$ cat src/rtl/artec_dma_dcnv.sv
`default_nettype none
// ============================================================================
// Module      : artec_dma_dcnv
// Description : DMA read-path width down-converter. Accepts wide memory-side
//               slices (data, lane count, eof, frame number) over a
//               valid/ready stream and serialises them into narrow
//               AXI-Stream beats, raising tlast on the final beat of a frame.
//               Optional build macro ARTEC_DMA_DCNV_MSB_FIRST_EN emits lanes
//               from the highest valid lane down to lane 0.
// Revision    : 1.0 - initial release
// ============================================================================
module artec_dma_dcnv #(
  parameter int INPUT_WIDTH  = 256,
  parameter int OUTPUT_WIDTH = 32,
  parameter int FNUM_W       = 2,
  localparam int REL         = INPUT_WIDTH / OUTPUT_WIDTH,
  localparam int LW          = $clog2(REL)
) (
  input  logic                    clk,
  input  logic                    rstn,
  input  logic                    clear_i,
  input  logic                    s_valid,
  output logic                    s_ready,
  input  logic [INPUT_WIDTH-1:0]  s_data,
  input  logic [LW-1:0]           s_lanes,
  input  logic                    s_eof,
  input  logic [FNUM_W-1:0]       s_fnum,
  output logic                    m_tvalid,
  input  logic                    m_tready,
  output logic [OUTPUT_WIDTH-1:0] m_tdata,
  output logic                    m_tlast,
  output logic [FNUM_W-1:0]       m_tuser,
  output logic [FNUM_W-1:0]       frame_num_o
);

  // Holding register is either empty or shifting lanes out.
  typedef enum logic [0:0] {
    ST_EMPTY = 1'b0,
    ST_SHIFT = 1'b1
  } state_e;

  state_e                   state_q, state_d;
  logic [INPUT_WIDTH-1:0]   data_q,  data_d;
  logic [LW-1:0]            lanes_q, lanes_d;
  logic [LW-1:0]            cnt_q,   cnt_d;
  logic                     eof_q,   eof_d;
  logic [FNUM_W-1:0]        fnum_q,  fnum_d;

  logic                     w_full;
  logic                     w_last;
  logic                     w_beat;
  logic                     w_load;
  logic [LW-1:0]            w_sel;
  logic [OUTPUT_WIDTH-1:0]  w_lane [REL];

  // Split the held slice into addressable lanes.
  generate
    for (genvar g = 0; g < REL; g++) begin : g_lane
      assign w_lane[g] = data_q[g*OUTPUT_WIDTH +: OUTPUT_WIDTH];
    end
  endgenerate

  assign w_full = (state_q == ST_SHIFT);
  // cnt counts beats of the held slice; it stops at the held lane count,
  // so short slices finish early and the counter never wraps.
  assign w_last = (cnt_q == lanes_q);
  assign w_beat = w_full && m_tready;

`ifdef ARTEC_DMA_DCNV_MSB_FIRST_EN
  // Highest valid lane first; the final beat (cnt == lanes) lands on lane 0.
  assign w_sel = lanes_q - cnt_q;
`else
  // Lane 0 first, ascending up to the held lane count.
  assign w_sel = cnt_q;
`endif

  // A new slice may enter when nothing is held, or in the same cycle the
  // last beat of the held slice is taken, so slices stream without bubbles.
  assign s_ready = !w_full || (m_tready && w_last);
  assign w_load  = s_valid && s_ready;

  // Output beat is driven purely from held state, never from m_tready.
  assign m_tvalid    = w_full;
  assign m_tdata     = w_full ? w_lane[w_sel] : '0;
  assign m_tlast     = w_full && eof_q && w_last;
  assign m_tuser     = w_full ? fnum_q : '0;
  assign frame_num_o = fnum_q;

  // Next-state and slice register update; soft clear overrides any handshake.
  always_comb begin
    state_d = state_q;
    data_d  = data_q;
    lanes_d = lanes_q;
    cnt_d   = cnt_q;
    eof_d   = eof_q;
    fnum_d  = fnum_q;

    case (state_q)
      ST_EMPTY: begin
        if (w_load) begin
          state_d = ST_SHIFT;
          data_d  = s_data;
          lanes_d = s_lanes;
          eof_d   = s_eof;
          fnum_d  = s_fnum;
          cnt_d   = '0;
        end
      end
      ST_SHIFT: begin
        if (w_beat) begin
          if (!w_last) begin
            cnt_d = cnt_q + LW'(1);
          end else if (w_load) begin
            data_d  = s_data;
            lanes_d = s_lanes;
            eof_d   = s_eof;
            fnum_d  = s_fnum;
            cnt_d   = '0;
          end else begin
            state_d = ST_EMPTY;
          end
        end
      end
      default: begin
        state_d = ST_EMPTY;
      end
    endcase

    if (clear_i) begin
      state_d = ST_EMPTY;
      data_d  = '0;
      lanes_d = '0;
      cnt_d   = '0;
      eof_d   = 1'b0;
      fnum_d  = '0;
    end
  end

  // State and slice registers with synchronous active-low reset.
  always_ff @(posedge clk) begin
    if (!rstn) begin
      state_q <= ST_EMPTY;
      data_q  <= '0;
      lanes_q <= '0;
      cnt_q   <= '0;
      eof_q   <= 1'b0;
      fnum_q  <= '0;
    end else begin
      state_q <= state_d;
      data_q  <= data_d;
      lanes_q <= lanes_d;
      cnt_q   <= cnt_d;
      eof_q   <= eof_d;
      fnum_q  <= fnum_d;
    end
  end

endmodule
`default_nettype wire

$ cat config.mk
export PLATFORM = sky130hd
export DESIGN_NAME = artec_dma_dcnv
export DESIGN_NICKNAME = d
export VERILOG_FILES = /design/src/rtl/artec_dma_dcnv.sv
export SDC_FILE = /design/constraint.sdc
export NUM_CORES = 1
export LEC_CHECK = 0
export BUFFER_PORTS_ARGS = -buffer_cell sky130_fd_sc_hd__buf_2
export CORE_MARGIN = 2
export CORE_UTILIZATION = 45
export DETAILED_ROUTE_END_ITERATION = 8
export GPL_TIMING_DRIVEN = 0
export PLACE_DENSITY = 0.7
export SLEW_MARGIN = 5
export SYNTH_ARGS = -nofsm -noshare
export SYNTH_HDL_FRONTEND = slang
export SYNTH_SLANG_ARGS = --single-unit
$ cat constraint.sdc
create_clock -name clk -period 2.8 [get_ports clk]
set_input_delay 0.84 -clock clk [delete_from_list [all_inputs] [get_ports clk]]
set_output_delay 0.84 -clock clk [all_outputs]
set_load 0.01 [all_outputs]
==> impl_metrics.tcl <==
set metrics [dict create \
    synth_top_area_share_pct 46.77 \
    first_pass_iters 7 \
    yosysTopAreaCell "dfxtp_1" \
    yosysUniqueCellTypes 30 \
    crit_fanout 7 \
    reg2reg_to "data_q[226]$_SDFFE_PP0P_" \
    synthCells 1327 \
    finalMaxSlewViolations 0 \
    slowest_delay_ns 0.57 \
    p_leak_nw 5.967 \
    drc 0 \
    antenna_found_initial 1 \
    cts_max_path_buffers 3 \
    whs_ns 0.4516 \
    hold_viol 0 \
    first_global_vias 10430 \
    vias 10900 \
    place_hpwl_um 29400 \
    synth.area.top_cells "dfxtp_1 (47%), nand2_1 (17%), mux4_2 (13%), a21oi_1 (12%), mux2i_1 (2.8%)" \
    core_sq_um 25040 \
    slew-limit-headroom_pct 51.53 \
    fin_cells 2030 \
    hold_depth 2 \
    cts_tree "built" \
    area_delta_synth_final_pct 29.14 \
    syn_nets 1595 \
    powerDensity_nw_per_um2 617.2 \
    wl_per_cell_um 19.67 \
    worstSetupEndpointType "primary output" \
    cp-startpoint "cnt_q[0]$_SDFFE_PP0N_" \
    ys_seq_area_share_pct 46.77 \
    cts_buffers 28 \
    setup_viol 34 \
    vias_per_cell 5.369 \
    nNetsFinal 1945 \
    die_h_um 163.1 \
    synth-seq-cells 266 \
    num-fill-cells 2282 \
    status "complete, but fails checks" \
    min_path_type "reg -> reg" \
    critPathLaunchType "flop" \
    numPortBuffers 305 \
    critPathSlowestCell "mux4_2" \
    path_class "reg -> out" \
    grt-ovfl-total 0 \
    max-vdd-ir-drop_v 0.0004115 \
    placed_cell_area_sq_um 13320 \
    hold_buffers 0 \
    crit_required_ns 1.96 \
    clkLatencyLatePin_ns 0.56 \
    finClkSkew_ns 0.02525 \
    endpoint "m_tdata[15]" \
    tightest_slew_ns 0.7270 \
    worst_r2r_path_depth 11 \
    grt_pass1_wl_um 58280 \
    drtAntennaViolNets 0 \
    io_pins 306 \
    routed_wl_um 39940 \
    globalplace.congestion 0.8842 \
    cts-root-buf "clkbuf_16" \
    fmax_mhz 315.7 \
    rsz0062_at_grt "yes" \
    drtIter0Drc 946 \
    die_area_sq_um 26590 \
    timing.final.ws_setup_ns -0.3674 \
    reg2reg_slack_ns 0.33 \
    r2r-start "cnt_q[0]$_SDFFE_PP0N_" \
    grt_max_degree 15 \
    violations "negative setup slack" \
    clk_pin_slew_worst_paths_ns 0.06 \
    ys_warn_count 0 \
    place_inst 1962 \
    place_ws_ns -0.4738 \
    row_count 58 \
    crit_path_cell_trace "buf_6 -> buf_12 -> buf_12 -> mux4_2 -> mux2i_1 -> nor2b_2 -> buf_2" \
    initial_utilization_pct 45.47 \
    fin_crit_ns 3.167 \
    syn_area_per_cell_sq_um 8.579 \
    post-route-period-util_pct 113.1 \
    critPathArrivalTime_ns 2.33 \
    die_w_um 163.1 \
    grt_usage_pct 29.19 \
    cts_sinks 266 \
    crit_top_cell "buf_12" \
    htreeDepth 1 \
    utilization_pct 58.72 \
    netlist_area_sq_um 11380 \
    stdcell_area_sq_um 14700 \
    maxCapViolCount 0 \
    drive_above_1_share_pct 30.67 \
]
## flip-flops by register name, indices dropped and copies added, names as in the netlist
| register | flops |
|---|---|
| data_q | 256 |
| cnt_q | 3 |
| lanes_q | 3 |
| frame_num_o | 2 |
| eof_q | 1 |
| m_tvalid | 1 |
## worst max-delay path, delay by kind of cell, from the launching register on
family,cells,cell delay [ns]
flip-flops,1,0.34
AND/OR/NAND/NOR,1,0.09
buffers and inverters,4,0.59
multiplexers,2,0.76
## layout by cell type (no fill, tap or decap), types with 2 or more instances in the layout
| master | instances |
|---|---|
| nand2_1 | 528 |
| a31oi_1 | 2 |
| buf_12 | 6 |
| buf_4 | 35 |
| mux4_2 | 64 |
| and3_4 | 2 |
| clkbuf_2 | 3 |
| nor2b_2 | 4 |
| clkinv_2 | 4 |
| dfxtp_1 | 264 |
| buf_16 | 2 |
| mux2i_1 | 29 |
| mux2i_2 | 3 |
| bufinv_16 | 4 |
| and2_1 | 3 |
| nand3_1 | 2 |
| a21oi_1 | 263 |
| buf_2 | 337 |
| clkbuf_8 | 8 |
| xnor2_2 | 2 |
| inv_1 | 2 |
| nor2b_1 | 31 |
| buf_6 | 8 |
| o21ai_0 | 2 |
| clkbuf_1 | 41 |
| clkbuf_16 | 29 |
| nand2_2 | 2 |
## per-layer routing
metal / part of all wire [%] / track usage (%)
met3: 7.3 / 3.860
met2: 47 / 49.04
met4: 3.5 / 10.66
met5: 0 / 0
met1: 42 / 38.69
## stage by stage
stage	power (mW)	TNS (ns)
floorplan	4.629	0
global placement	5.101	-11.31
detailed placement	5.119	-11.02
CTS	9.064	-10.21
global route	9.319	-12.79
finish	9.074	-10.23
## area by class of cell
cell class / instances / area (sq um) / area share [%]
Multi-Input combinational cell: 949 / 5539 / 37.68
Sequential cell: 266 / 5330 / 36.26
Timing Repair Buffer: 320 / 1723 / 11.72
Clock buffer: 42 / 823.3 / 5.600
Buffer: 110 / 695.7 / 4.732
Tap cell: 330 / 412.9 / 2.809
Clock inverter: 10 / 167.7 / 1.140
Inverter: 2 / 7.507 / 0.05106
Antenna cell: 1 / 2.502 / 0.01702
## synthesized netlist by cell type, drive strengths merged
library cell and count:
a21o 1, nand3 2, a311oi 1, and2 3, and3 2, clkbuf 38
o21ai 2, a41o 1, inv 2, nor3 1, nand4b 1, buf 72
a31oi 2, xnor2 3, a31o 1, mux4 64, nor2b 35, o32a 1
ha 1, a21oi 263, dfxtp 266, nand2b 1, mux2i 32, o22ai 1
nand2 530, a41oi 1
## cell families after synthesis
| group | count (synthesis) | share of synthesized area (%) |
|---|---|---|
| AND/OR/NAND/NOR | 575 | 19.94 |
| XOR/XNOR | 3 | 0.3627 |
| multiplexers | 96 | 15.47 |
| adder cells (fa/ha/maj) | 1 | 0.1099 |
| buffers and inverters | 112 | 5.056 |
| AO/OA/AOI/OAI | 274 | 12.29 |
| flip-flops | 266 | 46.77 |
## what timing repair did
action                     in CTS  in global routing
setup endpoints to repair      34                 34
gates resized for setup        46                 17
pin swaps                       1                  1
setup buffers                   9                  5
gates cloned                    2                  1
## power breakdown
part	internal [mW]	total, mW	switching (mW)
combinational	0.407	1.05	0.643
sequential	3.93	4.01	0.0822
clock	2.40	4.01	1.61
## worst min path at each step
stage / slack [ns] / start / to
6_report: 0.45 / data_q[85]$_SDFFE_PP0P_ / data_q[85]$_SDFFE_PP0P_
3_5_place_dp: 0.44 / data_q[200]$_SDFFE_PP0P_ / data_q[200]$_SDFFE_PP0P_
3_3_place_gp: 0.44 / data_q[125]$_SDFFE_PP0P_ / data_q[125]$_SDFFE_PP0P_
2_1_floorplan: 0.43 / eof_q$_SDFFE_PP0P_ / eof_q$_SDFFE_PP0P_
4_1_cts: 0.45 / data_q[200]$_SDFFE_PP0P_ / data_q[200]$_SDFFE_PP0P_
5_1_grt: 0.47 / data_q[201]$_SDFFE_PP0P_ / data_q[201]$_SDFFE_PP0P_
No activity file was read; power rests on OpenSTA's default activity.
